**src/rtl/mem_read_engine.sv**
```systemverilog
// Burst read engine for the DDR controller app port: issues credit-limited READ
// commands and streams the returned 256-bit beats through a FWFT FIFO.
module mem_read_engine #(
  parameter int unsigned FIFO_DEPTH = 16,
  parameter int unsigned ADDR_STEP  = 8
) (
  input  logic         clk_ram,
  input  logic         rst_n,
  input  logic         req_en,
  input  logic [28:0]  req_addr,
  input  logic [15:0]  req_len,
  output logic         req_busy,
  output logic         done,
  output logic [28:0]  app_addr,
  output logic [2:0]   app_cmd,
  output logic         app_en,
  input  logic         app_rdy,
  input  logic [255:0] app_rd_data,
  input  logic         app_rd_data_valid,
  input  logic         app_rd_data_end,
  output logic [255:0] rd_data,
  output logic         rd_valid,
  output logic         rd_last,
  input  logic         rd_ready,
  output logic         rd_overflow
);

  localparam int unsigned AW = $clog2(FIFO_DEPTH);
  localparam logic [2:0]  CMD_READ = 3'b001;

  typedef logic [AW:0] cnt_t;
  localparam cnt_t DEPTH_C = cnt_t'(FIFO_DEPTH);

  typedef enum logic [1:0] {
    S_IDLE,
    S_ISSUE,
    S_DRAIN,
    S_FINISH
  } state_t;

  state_t r_state, w_next;

  logic [255:0]  r_mem [FIFO_DEPTH];
  logic [AW-1:0] r_wr_ptr, r_rd_ptr;
  cnt_t          r_count, r_pending;
  logic [28:0]   r_app_addr, r_next_addr;
  logic          r_app_en, r_overflow;
  logic [15:0]   r_len, r_cmd_cnt, r_pop_cnt;

  logic          w_full, w_pop, w_wr, w_ret_dec, w_ovf_set;
  logic          w_accept, w_slot_free, w_present, w_credit, w_pop_last, w_start;
  logic [AW+1:0] w_used;
  logic [28:0]   w_cmd_addr;
  logic          w_unused;

  assign w_unused = app_rd_data_end;

  assign w_full     = (r_count == DEPTH_C);
  assign w_pop      = (r_count != '0) && rd_ready;
  assign w_ret_dec  = app_rd_data_valid && (r_pending != '0);
  assign w_wr       = w_ret_dec && !w_full;
  assign w_ovf_set  = app_rd_data_valid && w_full;
  assign w_accept   = r_app_en && app_rdy;
  assign w_slot_free = !r_app_en || app_rdy;
  assign w_start    = (r_state == S_IDLE) && req_en;
  assign w_pop_last = (({1'b0, r_pop_cnt} + 17'd1) == {1'b0, r_len});

  // A pop in this cycle frees its slot early so the next command can follow it directly.
  assign w_used   = {1'b0, r_pending} + {1'b0, r_count} - {{(AW+1){1'b0}}, w_pop};
  assign w_credit = (w_used < {1'b0, DEPTH_C});

  assign w_cmd_addr = (r_state == S_IDLE) ? req_addr : r_next_addr;

  always_comb begin
    w_present = 1'b0;
    case (r_state)
      S_IDLE:  w_present = req_en && (req_len != '0) && w_credit;
      S_ISSUE: w_present = w_slot_free && (r_cmd_cnt < r_len) && w_credit;
      default: w_present = 1'b0;
    endcase
  end

  always_ff @(posedge clk_ram) begin
    if (!rst_n) r_state <= S_IDLE;
    else        r_state <= w_next;
  end

  // Zero-length requests also pass through ISSUE for one cycle, so done lands
  // two cycles after req_en like every other completion path expects.
  always_comb begin
    w_next   = r_state;
    done     = 1'b0;
    req_busy = 1'b1;
    case (r_state)
      S_IDLE: begin
        req_busy = 1'b0;
        if (req_en) w_next = S_ISSUE;
      end
      S_ISSUE: begin
        if (r_len == '0)
          w_next = S_FINISH;
        else if ((r_cmd_cnt == r_len) && w_slot_free)
          w_next = S_DRAIN;
      end
      S_DRAIN: begin
        if ((r_pop_cnt == r_len) || (w_pop && w_pop_last))
          w_next = S_FINISH;
      end
      S_FINISH: begin
        done   = 1'b1;
        w_next = S_IDLE;
      end
      default: w_next = S_IDLE;
    endcase
  end

  always_ff @(posedge clk_ram) begin
    if (!rst_n) begin
      r_len       <= '0;
      r_cmd_cnt   <= '0;
      r_pop_cnt   <= '0;
      r_app_en    <= 1'b0;
      r_app_addr  <= '0;
      r_next_addr <= '0;
      r_pending   <= '0;
      r_count     <= '0;
      r_wr_ptr    <= '0;
      r_rd_ptr    <= '0;
      r_overflow  <= 1'b0;
    end else begin
      if (w_start) begin
        r_len     <= req_len;
        r_pop_cnt <= '0;
        r_cmd_cnt <= 16'(w_present);
      end else begin
        if (w_pop)     r_pop_cnt <= r_pop_cnt + 16'd1;
        if (w_present) r_cmd_cnt <= r_cmd_cnt + 16'd1;
      end

      if (w_present) begin
        r_app_en    <= 1'b1;
        r_app_addr  <= w_cmd_addr;
        r_next_addr <= w_cmd_addr + 29'(ADDR_STEP);
      end else if (w_accept) begin
        r_app_en <= 1'b0;
      end

      r_pending <= r_pending + cnt_t'(w_present) - cnt_t'(w_ret_dec);
      r_count   <= r_count + cnt_t'(w_wr) - cnt_t'(w_pop);
      if (w_wr)  r_wr_ptr <= r_wr_ptr + 1'b1;
      if (w_pop) r_rd_ptr <= r_rd_ptr + 1'b1;
      if (w_ovf_set) r_overflow <= 1'b1;
    end
  end

  always_ff @(posedge clk_ram) begin
    if (w_wr) r_mem[r_wr_ptr] <= app_rd_data;
  end

  assign app_en      = r_app_en;
  assign app_addr    = r_app_addr;
  assign app_cmd     = r_app_en ? CMD_READ : 3'b000;
  assign rd_data     = r_mem[r_rd_ptr];
  assign rd_valid    = (r_count != '0);
  assign rd_last     = rd_valid && w_pop_last &&
                       ((r_state == S_ISSUE) || (r_state == S_DRAIN));
  assign rd_overflow = r_overflow;

endmodule
```
**config.mk**
```make
export PLATFORM = sky130hd
export DESIGN_NAME = mem_read_engine
export DESIGN_NICKNAME = d
export VERILOG_FILES = /design/src/rtl/mem_read_engine.sv
export SDC_FILE = /design/constraint.sdc
export NUM_CORES = 2
export LEC_CHECK = 0
export CAP_MARGIN = 30
export CORE_ASPECT_RATIO = 0.7
export CORE_MARGIN = 3
export CORE_UTILIZATION = 45
export DETAILED_ROUTE_END_ITERATION = 8
export MAX_ROUTING_LAYER = met4
export PLACE_DENSITY = 0.73
export SYNTH_ARGS = -nofsm -noshare
export SYNTH_HDL_FRONTEND = slang
export SYNTH_SLANG_ARGS = --single-unit
```
**constraint.sdc**
```tcl
create_clock -name clk_ram -period 23.6 [get_ports clk_ram]
set_clock_uncertainty 0.05 [all_clocks]
set_input_delay 2.36 -clock clk_ram [delete_from_list [all_inputs] [get_ports clk_ram]]
set_output_delay 2.36 -clock clk_ram [all_outputs]
set_load 0.03 [all_outputs]
```
==> results.yml <==
sta:
  layout_setup_ws_ns: 13.70
  rsz0062_at_grt: "false"
  setup_tns_ns: 0
  hold_violations: 0
  fin_crit_sh_pct: 41.97
  max_slew_margin_pct: 19.65
  timing.hold.ws_ns: 0.4088
  slew_violations: 0
  worst_slew_pin_slew_ns: 1.205
  fmax_mhz: 101.0
  fin_crit_ns: 9.905
  setup_viol: 0
cts:
  ctsHoldBuffers: 0
  cts_made_buffers: 385
  cts_resized: 0
  cts-root-buf: "clkbuf_16"
  post-cts-setup-buffers: 0
  cts_buffer_depth: 4
  cts_sinks: 4225
  clock_latency_ns: 0.86
  h-tree-depth: 5
  cts_tree: "done"
  clkTransAtPathRegs_ns: 0.06
detailed_routing:
  dr.first_iter.drc_count: 9165
  final_antenna_net_count: 0
  num_vias: 74990
  drt_wl_total_um: 366400
  drtPass1Iterations: 5
  drt-vias-per-instance: 5.938
  drc: 0
  wl_per_cell_um: 29.01
grt:
  grt_max_degree: 155
  antenna_found_initial: 72
  grt_overflow: 0
  grt.total_usage_pct: 20.46
  grt_pass1_vias: 76470
  grt_pass1_wl_um: 535100
yosys:
  synth_largest_area_cell: "edfxtp_1"
  synthFlopType: "edfxtp_1"
  avgSynthCellArea_um2: 23.80
  synth_area_um2: 161100
  yosysWarnings: 0
  synth_xor_area_share_pct: 0.3425
  yosysTopAreaCellShare_pct: 76.35
  async_flop_share_pct: 0
  synth_adder_area_share_pct: 0.3899
  netlist_instances: 6768
  ys_types: 72
  ys_top_cells_by_area: "edfxtp_1, mux4_2, dfxtp_1"
  synth-simple-area-share_pct: 1.455
  synth_most_common_cell: "edfxtp_1"
  synth_seq_area_share_pct: 77.95
  synth_compound_area_share_pct: 0.9506
  synthMuxAreaShare_pct: 17.90
  ys_seq_elements: 4225
  synthTopCellsByCount: "edfxtp_1, mux4_2, clkbuf_1"
  synth_top_family_by_area: "multiplexers"
  synth_edf_count: 4096
placed_design:
  dp_hpwl_um: 188800
  pre_cts_ws_ns: 14.13
  place_congestion: 0.8387
  port_buffers: 598
floorplan:
  die_w_um: 721.2
  num_io_pins: 602
  dieHeight_um: 506.6
  fp.coreArea_um2: 355800
  die_area_um2: 365300
  placement_rows: 183
  start_util_pct: 45.28
power_and_ir_drop:
  powerDensity_nw_per_um2: 106.8
  leakagePower_uw: 0.05579
  pwr-share-seq_pct: 44.2
  pwr-share-clk_pct: 30.5
  switching_power_uw: 5567
  p_int_uw: 14270
  power_frac_comb_pct: 25.3
  p_total_uw: 19830
  ir_drop_mv: 0.09439
  p_sw_share_pct: 28.07
worst_setup_path:
  cp_num_buf_inv: 7
  critPathMaxStageDelay_ns: 0.92
  cp.arrival_ns: 7.49
  r2r_slack_ns: 17.25
  critPathKind: "reg -> out"
  crit_path_frequent_cell: "buf_4"
  endpoint_kind: "output port"
  cpMaxStageDelayCell: "dfxtp_4"
  crit_chain: "buf_4, buf_4, buf_4, buf_12, buf_4, buf_16, mux4_2, mux4_2, clkdlybuf4s50_1"
  cp-start-kind: "flop"
  crit_required_ns: 21.19
  cp_top_family: "buffers and inverters"
  crit_path_max_fanout: 105
final_layout:
  final_nets: 7905
  syn_to_final_growth_pct: 15.31
  final_layout_size_suffix_gt1_share_pct: 25.16
flow_run:
  max-cap-violations: 0
hold_path:
  hold_path.class: "reg -> reg"
status:
  outcome: "finished clean"
-- power groups by stage --
stage,logic [uW],registers [uW],clock network (uW)
after floorplan,3340,9100,0
after global placement,4960,8900,0
after detailed placement,5020,8930,0
after CTS,5060,8770,6170
after global routing,5320,8800,6460
final,5020,8770,6050
-- cells in the final DEF, fill, tap and decap left out, drive strengths merged, types with 39 or more instances in the layout --
| cell | instances |
|---|---|
| a211oi | 43 |
| a21oi | 88 |
| buf | 154 |
| clkbuf | 469 |
| clkdlybuf4s50 | 598 |
| clkinv | 180 |
| dfxtp | 129 |
| diode | 60 |
| edfxtp | 4096 |
| ha | 47 |
| inv | 73 |
| mux4 | 1261 |
| nand2 | 127 |
| nand3 | 42 |
| nor2 | 110 |
| xnor2 | 39 |
-- per-stage QoR --
stage | cell area [um2] | cells | util [%]
floorplan | 161100 | 6769 | -
global placement | 173100 | 11860 | 48.64
detailed placement | 173300 | 11870 | 48.70
CTS | 185500 | 12570 | 52.13
global route | 185800 | 12630 | 52.21
finish | 185800 | 12630 | 52.21
-- area by class of cell --
class | count | area (um2)
Fill cell | 26530 | 170100
Clock buffer | 469 | 10000
Sequential cell | 4225 | 125600
Clock inverter | 223 | 2180
Antenna cell | 60 | 150.1
Inverter | 62 | 232.7
Tap cell | 4717 | 5902
Timing Repair Buffer | 752 | 7690
Multi-Input combinational cell | 2122 | 34020
-- worst paths after layout --
kind,start,to,cells after the start
min reg2reg,r_next_addr[14],r_next_addr[14],2
max,flop,rd_data[93],9
min,r_next_addr[14],r_next_addr[14],2
max reg2reg,r_count[2],r_pending[4],23
-- registers in the layout, indices dropped and copies added (netlist names), named ones only --
signal,flops
r_pop_cnt,16
rd_overflow,1
r_next_addr,26
r_count,5
r_len,16
r_state,2
r_pending,5
r_wr_ptr,4
r_mem,4096
r_rd_ptr,4
r_cmd_cnt,16
app_en,1
app_addr,29
-- cells by family after synthesis --
logic type,Yosys count
flops,4225
mux,1304
simple gates,466
buf+inv,422
compound gates,238
xor+xnor,63
fa+ha+maj,49
other cells,1
-- worst min-delay path: cells and delay by family, from the launching register on --
kind / cells / cell delay (ns)
compound gates: 1 / 0.05
simple gates: 1 / 0.05
flops: 1 / 0.31
-- layer usage --
metal | wire (um) | vias up | GRT usage, %
met5 | 0 | - | -
met4 | 8289 | 0 | 5.199
met3 | 34400 | 539 | 4.994
met2 | 179700 | 3502 | 31.69
met1 | 144000 | 40250 | 27.55
li1 | - | 30700 | -
No activity file was read; power rests on OpenSTA's default activity.
